===== config.mk =====
export PLATFORM = sky130hd
export DESIGN_NAME = dac_spi_in
export DESIGN_NICKNAME = d
export VERILOG_FILES = /design/src/rtl/dac_spi_pkg.sv /design/src/rtl/dac_spi_in_sync_edge.sv /design/src/rtl/dac_spi_in.sv
export SDC_FILE = /design/constraint.sdc
export NUM_CORES = 1
export LEC_CHECK = 0
export CAP_MARGIN = 25
export CORE_MARGIN = 5
export CORE_UTILIZATION = 35
export CTS_BUF_LIST = sky130_fd_sc_hd__clkbuf_16
export DETAILED_ROUTE_END_ITERATION = 8
export SETUP_SLACK_MARGIN = 0.1
export SLEW_MARGIN = 20
export SYNTH_ARGS = -nofsm -noshare
export SYNTH_HDL_FRONTEND = slang
export SYNTH_SLANG_ARGS = --single-unit

===== constraint.sdc =====
create_clock -name i_Clock -period 5.2 [get_ports i_Clock]
set_clock_uncertainty 0.1 [all_clocks]
set_input_delay 1.04 -clock i_Clock [delete_from_list [all_inputs] [get_ports i_Clock]]
set_output_delay 1.04 -clock i_Clock [all_outputs]
set_load 0.02 [all_outputs]

===== src/rtl/dac_spi_pkg.sv =====
// Shared definitions for the DAC SPI receiver: default sizes, FSM state
// encodings (one-hot) and the bit-counter width helper.
package dac_spi_pkg;

    localparam int DATA_WIDTH_DEF  = 24;
    localparam int SYNC_STAGES_DEF = 2;

    localparam logic [1:0] ST_IDLE  = 2'b01;
    localparam logic [1:0] ST_SHIFT = 2'b10;

    // Counter must reach DATA_WIDTH+1 so over-long frames stay detectable.
    function automatic int cnt_width(input int w);
        return $clog2(w + 2);
    endfunction

endpackage


===== src/rtl/dac_spi_in_sync_edge.sv =====
// spi_sync_edge: SYNC_STAGES-deep synchroniser followed by one edge-detect flop.
// Ports: i_Clock/i_Reset, i_Async (raw input), o_Level (aligned level),
//        o_Rise / o_Fall (registered one-cycle edge pulses aligned with o_Level).
module spi_sync_edge #(
    parameter int   SYNC_STAGES = 2,
    parameter logic RESET_VAL   = 1'b1
) (
    input  logic i_Clock,
    input  logic i_Reset,
    input  logic i_Async,
    output logic o_Level,
    output logic o_Rise,
    output logic o_Fall
);

    logic [SYNC_STAGES-1:0] r_Sync;
    logic                   r_Prev;
    logic                   r_Rise;
    logic                   r_Fall;
    logic                   w_Sync;

    assign w_Sync = r_Sync[SYNC_STAGES-1];

    always_ff @(posedge i_Clock or posedge i_Reset) begin
        if (i_Reset) begin
            r_Sync <= {SYNC_STAGES{RESET_VAL}};
            r_Prev <= RESET_VAL;
            r_Rise <= 1'b0;
            r_Fall <= 1'b0;
        end else begin
            r_Sync <= {r_Sync[SYNC_STAGES-2:0], i_Async};
            r_Prev <= w_Sync;
            // Pulses are registered alongside r_Prev so level and edge line up.
            r_Rise <= w_Sync & ~r_Prev;
            r_Fall <= ~w_Sync & r_Prev;
        end
    end

    assign o_Level = r_Prev;
    assign o_Rise  = r_Rise;
    assign o_Fall  = r_Fall;

endmodule


===== src/rtl/dac_spi_in.sv =====
// dac_spi_in: oversampling SPI slave receiver (CS low, SCK idle high, MSB first).
// Ports: i_Clock, i_Reset (async high), i_SPI_CS/Clock/Data (async SPI inputs),
//        o_Data (last good word), o_Valid / o_Frame_Error (1-cycle pulses), o_Busy.
module dac_spi_in
    import dac_spi_pkg::*;
#(
    parameter int DATA_WIDTH  = DATA_WIDTH_DEF,
    parameter int SYNC_STAGES = SYNC_STAGES_DEF
) (
    input  logic                  i_Clock,
    input  logic                  i_Reset,
    input  logic                  i_SPI_CS,
    input  logic                  i_SPI_Clock,
    input  logic                  i_SPI_Data,
    output logic [DATA_WIDTH-1:0] o_Data,
    output logic                  o_Valid,
    output logic                  o_Frame_Error,
    output logic                  o_Busy
);

    localparam int            CW     = cnt_width(DATA_WIDTH);
    localparam logic [CW-1:0] C_FULL = CW'(DATA_WIDTH);
    localparam logic [CW-1:0] C_SAT  = CW'(DATA_WIDTH + 1);

    logic                  w_Cs_Level;
    logic                  w_Cs_Rise;
    logic                  w_Cs_Fall;
    logic                  w_Sck_Level;
    logic                  w_Sck_Rise;
    logic                  w_Sck_Fall;
    logic                  w_Data;
    logic                  w_unused_ok;
    logic [CW-1:0]         w_Count_Next;
    logic [DATA_WIDTH-1:0] w_Shift_Next;

    logic [SYNC_STAGES:0]  r_Data_Sync;
    logic [SYNC_STAGES:0]  r_Settle;
    logic                  r_Armed;
    logic [1:0]            r_State;
    logic [CW-1:0]         r_Count;
    logic [DATA_WIDTH-1:0] r_Shift;
    logic [DATA_WIDTH-1:0] r_Data;
    logic                  r_Valid;
    logic                  r_Frame_Error;

    spi_sync_edge #(.SYNC_STAGES(SYNC_STAGES), .RESET_VAL(1'b1)) u_cs (
        .i_Clock (i_Clock),
        .i_Reset (i_Reset),
        .i_Async (i_SPI_CS),
        .o_Level (w_Cs_Level),
        .o_Rise  (w_Cs_Rise),
        .o_Fall  (w_Cs_Fall)
    );

    spi_sync_edge #(.SYNC_STAGES(SYNC_STAGES), .RESET_VAL(1'b1)) u_sck (
        .i_Clock (i_Clock),
        .i_Reset (i_Reset),
        .i_Async (i_SPI_Clock),
        .o_Level (w_Sck_Level),
        .o_Rise  (w_Sck_Rise),
        .o_Fall  (w_Sck_Fall)
    );

    assign w_unused_ok = w_Sck_Level ^ w_Sck_Fall;

    // Extra stage keeps data at the same depth as the registered SCK edge.
    assign w_Data = r_Data_Sync[SYNC_STAGES];

    assign w_Count_Next = !w_Sck_Rise    ? r_Count :
                          (r_Count == C_SAT) ? r_Count : r_Count + 1'b1;
    assign w_Shift_Next = w_Sck_Rise ? {r_Shift[DATA_WIDTH-2:0], w_Data} : r_Shift;

    // Synchronisers reset to idle-high; until a genuine CS-high has been seen
    // after reset, a CS fall is a reset artefact (or a frame already under way).
    always_ff @(posedge i_Clock or posedge i_Reset) begin
        if (i_Reset) begin
            r_Data_Sync <= '0;
            r_Settle    <= '0;
            r_Armed     <= 1'b0;
        end else begin
            r_Data_Sync <= {r_Data_Sync[SYNC_STAGES-1:0], i_SPI_Data};
            r_Settle    <= {r_Settle[SYNC_STAGES-1:0], 1'b1};
            r_Armed     <= r_Armed | (r_Settle[SYNC_STAGES] & w_Cs_Level);
        end
    end

    always_ff @(posedge i_Clock or posedge i_Reset) begin
        if (i_Reset) begin
            r_State       <= ST_IDLE;
            r_Count       <= '0;
            r_Shift       <= '0;
            r_Data        <= '0;
            r_Valid       <= 1'b0;
            r_Frame_Error <= 1'b0;
        end else begin
            r_Valid       <= 1'b0;
            r_Frame_Error <= 1'b0;
            case (r_State)
                ST_IDLE: begin
                    if (w_Cs_Fall && r_Armed) begin
                        r_State <= ST_SHIFT;
                        r_Count <= '0;
                        r_Shift <= '0;
                    end
                end
                ST_SHIFT: begin
                    r_Shift <= w_Shift_Next;
                    r_Count <= w_Count_Next;
                    // A coincident SCK bit is already folded into *_Next.
                    if (w_Cs_Rise) begin
                        r_State <= ST_IDLE;
                        if (w_Count_Next == C_FULL) begin
                            r_Data  <= w_Shift_Next;
                            r_Valid <= 1'b1;
                        end else begin
                            r_Frame_Error <= 1'b1;
                        end
                    end
                end
                default: r_State <= ST_IDLE;
            endcase
        end
    end

    assign o_Data        = r_Data;
    assign o_Valid       = r_Valid;
    assign o_Frame_Error = r_Frame_Error;
    assign o_Busy        = (r_State == ST_SHIFT);

endmodule

### After elaboration in Yosys (flattened, before gate mapping)

Cells that the tools add are included.

| operators by class | value |
|---|---|
| $add $sub $neg | 1 |
| equality and inequality tests | 6 |
| muxes and demuxes | 16 |
| bitwise logic cells | 8 |
| reductions and logical operators | 5 |

Operators by type and width:

| cell | number |
|---|---|
| 24-bit two-way mux | 2 |
| 24-bit one-hot mux with 2 select lines | 1 |
| 5-bit two-way mux | 3 |
| 5-bit equality test, second input constant | 2 |
| 5-bit one-hot mux with 2 select lines | 1 |
| 1-bit two-way mux | 6 |
| 5-bit by 1-bit adder with 5-bit output, second input constant | 1 |
| 1-bit bitwise AND | 4 |
| 2-bit two-way mux | 2 |
| 2-bit one-hot mux with 2 select lines | 1 |
| 2-bit AND reduction | 2 |
| 1-bit NOT | 3 |
| 3-bit AND reduction | 1 |
| 2-bit by 1-bit equality test with 1-bit output, second input constant | 1 |
| 2-bit equality test, second input constant | 1 |
| 2-bit by 1-bit != test with 1-bit output, second input constant | 1 |
| 2-bit != test, second input constant | 1 |
| 2-bit nonzero test | 1 |
| 1-bit logical AND | 1 |
| 1-bit OR | 1 |

| word-level totals | value |
|---|---|
| register bits after elaboration | 73 |
| input bits | 5 |
| output and inout port bits | 27 |
| logic and storage cells | 52 |

### Depth between registers and ports, before layout

| logic depth | value |
|---|---|
| depth in word-level cells | 7 |
| mapped depth | 8 |
| gate-level depth less buffers | 7 |

### Hierarchy

From an unflattened synthesis, not the netlist that was laid out.

| unflattened totals | value |
|---|---|
| cell total of the unflattened synthesis | 209 |
| area total of the unflattened synthesis | 3088.0 um^2 |

By module, submodules not included:

| module | times used | cells each | area an instance (um^2) | sequential area each (um^2) |
|---|---|---|---|---|
| dac_spi_in | 1 | 193 | 2792.7 | 1602.8 |
| spi_sync_edge | 2 | 8 | 147.6 | 128.9 |

### Worst setup path after synthesis

No wires, ideal clock.

| timing | value |
|---|---|
| path kind | reg-to-reg |
| start | reg r_Count[0] |
| end | reg r_Data[0] (netlist: o_Data[0]) |
| library setup time | 0.125 ns |
| arrival time | 2.042 ns |
| data required time | 4.975 ns |
| path slack | 2.933 ns |
| cell stages (with the launch flop) | 9 |
| buffers on the path | 2 |
| period minus slack after synthesis | 2.267 ns |
| path through | dfrtp_1 -> ha_1 -> and2_1 -> clkbuf_1 -> a21oi_1 -> a31oi_1 -> nor4_4 -> buf_6 -> mux2_4 |

| between the ends | value |
|---|---|
| cells in the longest elaborated chain, start to end | 5 |
| elaborated cells between the ends (all ways) | 6 |
| those cells by class | 1 x add/sub; 2 x eq/ne; 2 x mux; 1 x reduce/logical |

RTL lines:

| what | line | source |
|---|---|---|
| start: declaration | dac_spi_in.sv:40 | `logic [CW-1:0] r_Count;` |
| start signal: assignment | dac_spi_in.sv:108 | `r_Count <= w_Count_Next;` |
| 5-bit by 1-bit adder with 5-bit output or 5-bit equality test (tied branches) | dac_spi_in.sv:70 | `(r_Count == C_SAT) ? r_Count : r_Count + 1'b1;` |
| 5-bit two-way mux | dac_spi_in.sv:70 |  |
| 5-bit two-way mux * | dac_spi_in.sv:69 | `assign w_Count_Next = !w_Sck_Rise ? r_Count :` |
| 5-bit equality test * | dac_spi_in.sv:112 | `if (w_Count_Next == C_FULL) begin` |
| 3-bit AND reduction (no source line) * | -- |  |
| end signal: assignment | dac_spi_in.sv:113 | `r_Data <= w_Shift_Next;` |
| end: declaration | dac_spi_in.sv:42 | `logic [DATA_WIDTH-1:0] r_Data;` |

Every way passes the cells marked *; elsewhere a longest branch is shown, timed or not.
A chain may end at the register's enable or synchronous reset.

### Worst setup path in the final report

| timing | value |
|---|---|
| start | reg r_State[0] |
| end | out o_Busy |

| between the ends | value |
|---|---|
| cells in the longest elaborated chain, start to end | 1 |

RTL lines:

| what | line | source |
|---|---|---|
| start: declaration | dac_spi_in.sv:39 | `logic [1:0] r_State;` |
| start signal: assignment | dac_spi_in.sv:89 | `r_State <= ST_IDLE;` |
| start signal: assignment | dac_spi_in.sv:101 | `r_State <= ST_SHIFT;` |
| start signal: assignment | dac_spi_in.sv:111 | `r_State <= ST_IDLE;` |
| 2-bit equality test | dac_spi_in.sv:128 | `assign o_Busy = (r_State == ST_SHIFT);` |
| end: declaration | dac_spi_in.sv:18 | `output logic o_Busy` |

No other way between the ends.

==> metrics.md <==
| Metric | Value |
|---|---|
| Placeable core region | 0.00859 sq mm |
| Initial standard-cell utilization of the core | 0.355 |
| Hold Violations, Final | 0 |
| Boundary Pins | 32 |
| Full die area | 0.0107 sq mm |
| Count of max-cap constraint violations | 0 |
| Setup TNS after final layout | 0 ps |
| Run status | finished clean |
| Buf/Inv on CP | 2 |
| Sequential share of power | 0.439 |
| Largest cells by area after synthesis | dfrtp_1 (54%), mux2_2 (10%), mux2_4 (9.9%) |
| Primary flip-flop cell chosen by synthesis mapping | dfrtp_1 |
| Startpoint types | register |
| Syn Inst Count | 206 |
| Share of flip-flops with an asynchronous set or reset after synthesis | 1.00 |
| Share of power burned in the clock network | 0.527 |
| Post-Synthesis Mean Instance Area | 14.8 sq um |
| Endpoint with the worst hold slack | r_Data_Sync[2] |
| TritonCTS Buffers | 9 |
| Number of antenna diodes | 0 |
| Family with the most delay on the worst path | buffers and inverters |
| Max incr delay on CP | 570 ps |
| Cell Count, Final, Fillers Out | 353 |
| Total number of vias | 1686 |
| Sequence of cells on the critical path | nand2b_1, inv_1, clkdlybuf4s50_1 |
| Buffers added on ports | 31 |
| Sequential fraction of the synthesis area | 0.602 |
| Flip-flop and latch count after synthesis | 73 |
| FP Rows | 34 |
| Library cell with the largest summed area after synthesis | dfrtp_1 |
| Initial antenna violation count | 0 |
| DRC violation count after routing | 0 |
| DR pass1 iterations | 4 |
| # clock sinks | 73 |
| Number of warnings printed during yosys synthesis | 0 |
| Mapped Nets | 213 |
| Placed Cells | 336 |
| Net count reported at finish | 247 |
| Crit path setup slack, layout | 2240 ps |
| Gate power share | 0.034 |
| Fraction of layout instances using a drive strength above 1 | 0.331 |
| Maximum root-to-sink buffer count | 2 |
| Total Routing Usage GR | 0.107 |
| Total routed wirelength | 5.29 mm |
| Static leakage power | 1.74 nW |
| Weighted congestion at the end of routability-driven global placement | 0.701 |
| RR Endpoint | o_Data[21] |
| PD cells | 348 mW/mm^2 |
| Slowest stage cell, crit path | clkdlybuf4s50_1 |
| Crit path kind | register to output port |
| Number of distinct library cells after synthesis | 35 |
| Total power of the final layout | 1.33 mW |
| Global-route wire length before repair | 8.60 mm |
| Maximum number of pins on one net before global-route repair | 44 |
| Type of the worst min-delay path | register to register |
| Proportion of total power due to net switching | 0.200 |
| Register-to-register setup slack | 2710 ps |
| Clock tree from TritonCTS | done |
| # Post-CTS Setup Buffers | 0 |
| Startpoint of the lowest-slack register-to-register path | r_Count[1] |
| Endpoints failing setup | 0 |
| Hold buffers post-CTS | 0 |
| Clock-pin slew of the registers on the worst-case setup and hold paths | 60 ps |
| Maximum clock rate | 338 MHz |
| Endpoint kind of the worst setup timing path | output port |
| Synth-to-layout area growth | 25.3% |
| IR Drop Worst-Case VDD | 0.000166 V |
| GR Overflow Total | 0 |
| Number of cell instances on the worst register-to-register path | 8 |
| Count of flip-flops with a built-in enable after synthesis | 0 |
| Top fanout value on the critical path | 8 |
| Fraction of the cycle the final worst path needs | 0.569 |
| Data required time of the critical path | 4060 ps |
| Normalized max-slew margin | 0.351 |
| Design internal power | 1.06 mW |
| Switching power of the nets | 0.266 mW |
| Routed wire per std cell | 15.0 um |
| Post-place setup slack | 2460 ps |
| Number of cells upsized or downsized after cts | 0 |
| Yosys top cell area share | 0.542 |
| Buffer cell driving the clock tree root | clkbuf_16 |
| Worst Hold Depth | 0 |
| Slew Viols, Final | 0 |
| RSZ-0062 raised after global routing | no |
| Post-synthesis instance area | 0.00305 sq mm |
| H-tree depth | 3 |
| Worst hold-check slack | 246 ps |
| Final critical path time including I/O delays and setup | 2960 ps |
| Via-per-instance ratio | 4.78 |
| Slew at the pin with the worst max-slew slack | 973 ps |
| Floorplan die height | 103 um |
| Detailed Place HPWL | 3.19 mm |
| Post-route ant nets | 0 |
| DRC marker count from the first detailed-route iteration | 57 |
| Vias in the first global route | 1697 |
| CP arrival | 1820 ps |
| Skew-Pair Late Insertion Delay | 330 ps |
| Hold path startpoint | r_Data_Sync[1] |
| Die span in x | 103 um |
==> registers in the layout, summed over array words and instances (netlist names), 2 cells and up <==
register      count
o_Data           24
r_Shift          24
r_Count           5
r_Data_Sync       3
r_Settle          3
r_State           2
u_cs.r_Sync       2
u_sck.r_Sync      2
==> per-stage QoR <==
stage / area (sq um) / utilization
finish: 3820 / 0.444
global route: 3820 / 0.444
CTS: 3800 / 0.442
detailed placement: 3450 / 0.402
global placement: 3450 / 0.402
floorplan: 3050 / -
==> power by group through the flow <==
stage	clock network, mW	logic, mW	registers, mW
CTS	0.717	0.0448	0.583
finish	0.700	0.0451	0.583
detailed placement	0	0.0447	0.593
global placement	0	0.0440	0.593
global route	0.740	0.0514	0.584
floorplan	0	0.0315	0.592
==> layer usage <==
metal  wire [um]  GRT usage  up-vias
li1            -          -      814
met1        2550      0.141      828
met2        2390      0.158       35
met3         273     0.0463        9
met4          74     0.0339        0
met5           0          0        -
==> worst max path at each step <==
stage	from	to	slack, ps	cells past startpoint
6_report	r_State[0]	o_Busy	2240	3
5_1_grt	r_State[0]	o_Busy	2110	3
4_1_cts	r_State[0]	o_Busy	2230	3
3_5_place_dp	i_Reset	u_sck.r_Sync[1]	2460	3
3_3_place_gp	i_Reset	u_sck.r_Sync[1]	2500	3
2_1_floorplan	i_Reset	o_Data[0]	2220	1
==> synthesized netlist by cell type (2+ instances only) <==
| master | number |
|---|---|
| a21oi_1 | 2 |
| a22o_1 | 24 |
| a31oi_1 | 2 |
| and2_1 | 4 |
| buf_6 | 2 |
| clkbuf_1 | 8 |
| dfrtp_1 | 66 |
| dfstp_2 | 7 |
| ha_1 | 2 |
| inv_1 | 4 |
| mux2_2 | 28 |
| mux2_4 | 20 |
| mux2i_1 | 2 |
| nand2_1 | 3 |
| nand2b_1 | 2 |
| nand4_1 | 2 |
| nor2_1 | 3 |
| nor2b_1 | 3 |
| o21ai_0 | 5 |
| xor2_1 | 2 |
==> layout by cell type (no fill, tap or decap), drive strengths merged, types with 3 or more instances in the layout <==
master	n
dfstp	7
nor2b	3
inv	4
nand2	3
clkbuf	9
a22o	24
clkdlybuf4s50	31
mux2	48
buf	4
nor2	3
bufinv	3
and2	4
dfrtp	66
o21ai	6
==> cell families (layout without fill, tap and decap cells) <==
| group | Yosys count | in the layout | synth area share |
|---|---|---|---|
| flip-flops | 73 | 73 | 0.602 |
| AND/OR/NAND/NOR | 24 | 24 | 0.0505 |
| AO/OA/AOI/OAI | 38 | 38 | 0.0969 |
| buffers and inverters | 16 | 55 | 0.0263 |
| XOR/XNOR | 2 | 2 | 0.00575 |
| other | 1 | 1 | 0.00123 |
| adder cells (fa/ha/maj) | 2 | 2 | 0.00821 |
| multiplexers | 50 | 50 | 0.209 |
==> area by class of cell <==
cell class                      count  area (sq um)
Inverter                            4          15.0
Tap cell                          108           135
Multi-Input combinational cell    117          1130
Sequential cell                    73          1840
Clock inverter                      7           119
Clock buffer                        9           225
Timing Repair Buffer               35           353
Fill cell                         778          4780
(Power assumes the default switching activity.)
==> patch 1 (same settings) <==
`RESET_VAL` is set to 1'b1 in 3 places; all go to 1'b0.
--- a/src/rtl/dac_spi_in_sync_edge.sv
+++ b/src/rtl/dac_spi_in_sync_edge.sv
@@ -4,5 +4,5 @@
 module spi_sync_edge #(
     parameter int   SYNC_STAGES = 2,
-    parameter logic RESET_VAL   = 1'b1
+    parameter logic RESET_VAL   = 1'b0
 ) (
     input  logic i_Clock,
--- a/src/rtl/dac_spi_in.sv
+++ b/src/rtl/dac_spi_in.sv
@@ -44,5 +44,5 @@
     logic                  r_Frame_Error;
 
-    spi_sync_edge #(.SYNC_STAGES(SYNC_STAGES), .RESET_VAL(1'b1)) u_cs (
+    spi_sync_edge #(.SYNC_STAGES(SYNC_STAGES), .RESET_VAL(1'b0)) u_cs (
         .i_Clock (i_Clock),
         .i_Reset (i_Reset),
@@ -53,5 +53,5 @@
     );
 
-    spi_sync_edge #(.SYNC_STAGES(SYNC_STAGES), .RESET_VAL(1'b1)) u_sck (
+    spi_sync_edge #(.SYNC_STAGES(SYNC_STAGES), .RESET_VAL(1'b0)) u_sck (
         .i_Clock (i_Clock),
         .i_Reset (i_Reset),
Behaviour: no difference found for any inputs over 10 cycles, from zero or initial values and one cycle with i_Reset high; that may be too few to reach the edited logic, so the function may still have changed.
==> patch 1 against the original RTL <==
Combinational power increased by 1%; die area fell by 0.22%; cell count did not move; sequential power hardly changed; non-clock buffer count unchanged; clock power shrank 15%; register-to-register slack better by 0.03 ns; sequential cell count stayed put; cell area shrank 1.8%; synthesized area down 0.25%; setup slack worse by 0.0066 ns; routed wire length down 0.34%; power fell by 7.9%; critical path type unchanged; largest cell class unchanged; highest routed layer unchanged.
==> patch 1: results (changes against the original RTL) <==
[route]
route.met2.wl_um=2370  ; -1.1%
wl_met3_um=286  ; +4.8%
via_per_inst=4.83  ; +1.1%
routedWlPerCell_um=14.9  ; -0.34%
wl_met1_um=2550  ; about the same

[final_layout]
seqAreaFraction=0.487  ; +0.00666
drive_gt1_frac=0.298  ; -0.0327
seq_cell_count=73  ; unchanged
non_clock_buffer_area_share=0.0928  ; +0.000331
finish.instance_area_um2=3750  ; -1.8%

[grt]
globalRouteMet1Util=0.145  ; +0.00331
track_usage=0.111  ; +0.00404
grt_pass1_wl_um=8920  ; +3.7%
grt_pass1_vias=1785  ; +5.2%
use_met2=0.163  ; +0.00543
use_met3=0.0503  ; +0.00402

[place]
place_ws_ns=2.50  ; +0.0423 ns
gp_congestion=0.683  ; -2.6%

[power_and_ir_drop]
clockPowerShare=0.487  ; -0.040
p_switching_w=0.000263  ; -0.90%
p_leak_nw=1.73  ; -0.73%
power_w=0.00122  ; -7.9%
peakVddDrop_v=0.000197  ; +18%

[logic_synthesis]
synth_seq_area_share=0.601  ; -0.000982
syn_area_per_cell_um2=14.8  ; -0.25%
synthTopCellsByArea=dfrtp_1 (59%), mux2_2 (10%), mux2_4 (9.9%)
synth_common_cells=dfrtp_1 (72), mux2_2 (28), a22o_1 (24)

[worst_setup_path]
r2r_cells=6  ; -2

[status]
status=finished, final reports clean

[sta]
worst_slew_pin_slew_ns=0.923  ; -0.0504 ns

-- patch 1: cell families after synthesis --
| family | share of synthesized area |
|---|---|
| AO/OA/AOI/OAI | 0.0972 |
| flip-flops | 0.601 |
| buffers and inverters | 0.0263 |
| adder cells (fa/ha/maj) | 0.00823 |
| AND/OR/NAND/NOR | 0.0506 |
| XOR/XNOR | 0.00576 |
| other | 0.00123 |
| multiplexers | 0.209 |
-- patch 1: worst max-delay path: cells and delay by family (launching register included) --
kind                   cells  cell delay [ns]
AND/OR/NAND/NOR            1             0.25
buffers and inverters      2             0.73
flip-flops                 1             0.52
-- patch 1: path summary, 6_finish.rpt --
kind	from	to	slack, ns
max	r_State[0]	o_Busy	2.24
min reg2reg	r_Data_Sync[1]	r_Data_Sync[2]	0.25
max reg2reg	u_sck.o_Rise	o_Data[20]	2.74
max in group asynchronous	i_Reset	r_Shift[17]	2.94
min	r_Data_Sync[1]	r_Data_Sync[2]	0.25
min in group asynchronous	i_Reset	u_cs.r_Sync[0]	1.11
==> patch 2 (same settings) <==
Made on the original files. Register the output `o_Data` once more, with the module's reset; this adds one clock of latency there. The other outputs are not delayed to match. Comments in the files are not updated.
--- a/src/rtl/dac_spi_in.sv
+++ b/src/rtl/dac_spi_in.sv
@@ -123,5 +123,11 @@
     end
 
-    assign o_Data        = r_Data;
+    always_ff @(posedge i_Clock or posedge i_Reset) begin
+        if (i_Reset) begin
+            o_Data <= '0;
+        end else begin
+            o_Data <= r_Data;
+        end
+    end
     assign o_Valid       = r_Valid;
     assign o_Frame_Error = r_Frame_Error;
Check against the original RTL: no difference found for any inputs over 10 cycles, from zero or initial values and one cycle with i_Reset high; that may be too few to reach the edited logic, so the function may still have changed.
==> patch 2 against the original RTL <==
Power grew 10%; first-iteration DRC count rose by 21%; setup slack worse by 0.071 ns; critical path type unchanged; routed wire length grew 9.1%; sequential cell count increased by 24; synthesized area grew 20%; cell area increased by 15%.
==> patch 2: results (changes against the original RTL) <==
[worst_setup_path]
reg2reg_from=r_Count[0]
cp.arrival_ns=1.89  ; +0.07 ns

[logic_synthesis]
post_synth_fa_ha_maj_area_fraction=0.00686  ; -0.00135
synth_compound_area_frac=0.0813  ; -0.0156
synthCells=230  ; +12%
synth-xor-area-share=0.00480  ; -0.000948
synth_common_cells=dfrtp_1 (90), mux2_2 (29), a22o_1 (24)
synth.area.mux_share=0.173  ; -0.0354
synth_seq_area_share=0.668  ; +0.0652
synth_nets=237  ; +11%
synthTopCellsByArea=dfrtp_1 (62%), mux2_2 (9.0%), mux2_4 (7.8%)

[route]
first_iter_violations=69  ; +21%
wirelength_um=5770  ; +9.1%
wl_met1_um=2740  ; +7.7%
routedWlPerCell_um=14.2  ; -4.9%
via_per_inst=4.82  ; +0.91%
route.met2.wl_um=2680  ; +12%
wl_met3_um=240  ; -12%

[grt]
grt_pass1_vias=2077  ; +22%
use_met3=0.0350  ; -0.0112
grt_max_degree=59  ; +34%
use_met2=0.156  ; -0.00173
globalRouteMet1Util=0.128  ; -0.0133
track_usage=0.0992  ; -0.00735

[final_layout]
fillers=909  ; +17%
layout.nets=271  ; +9.7%
drive_gt1_frac=0.283  ; -0.0481
reg.largest.list=o_Data (24), r_Data (24), r_Shift (24)

[sta]
fin_hold_ws_ns=0.248  ; +0.00204 ns
period_share=0.583  ; +0.0136
worst_slew_pin_slew_ns=1.01  ; +0.0326 ns

[power_and_ir_drop]
peakVddDrop_v=0.000215  ; +30%
p_leak_nw=2.11  ; +21%

[place]
dpl_cell_area_um2=4080  ; +18%
place_inst=389  ; +16%
place_ws_ns=2.51  ; +0.0511 ns
post-dp-hpwl_um=3440  ; +7.7%
gp_congestion=0.713  ; +1.7%

[min_path]
hold_start=r_Settle[1]

[status]
status=finished, final reports clean

==> patch 2: changes by cell type after synthesis, moves of 2 or more <==
cell | unedited run | this run
a31oi_1 | 2 | 0
dfrtp_1 | 66 | 90
a21oi_1 | 2 | 5
buf_12 | 0 | 2
inv_1 | 4 | 6
o21ai_0 | 5 | 3
==> patch 2: final timing paths <==
check | endpoint | cells past startpoint
worst max-delay path | o_Busy | 3
max in group asynchronous | u_sck.o_Level | 3
worst min register to register | r_Settle[2] | 0
min in group asynchronous | o_Data[8] | 2
worst min-delay path | r_Settle[2] | 0
worst max register to register | r_Data[1] | 7
==> patch 2: area by class of cell <==
cell class	count	area [um2]	area share
Multi-Input combinational cell	116	1110	0.254
Tap cell	136	170	0.0389
Sequential cell	97	2440	0.557
Timing Repair Buffer	34	333	0.0761
Clock buffer	9	225	0.0515
Clock inverter	7	71.3	0.0163
Inverter	6	25.0	0.00572
==> patch 2: report_power, final <==
group	switching, W	internal (W)
registers	0.00000496	0.000765
logic	0.0000317	0.0000136
clock network	0.000274	0.000372
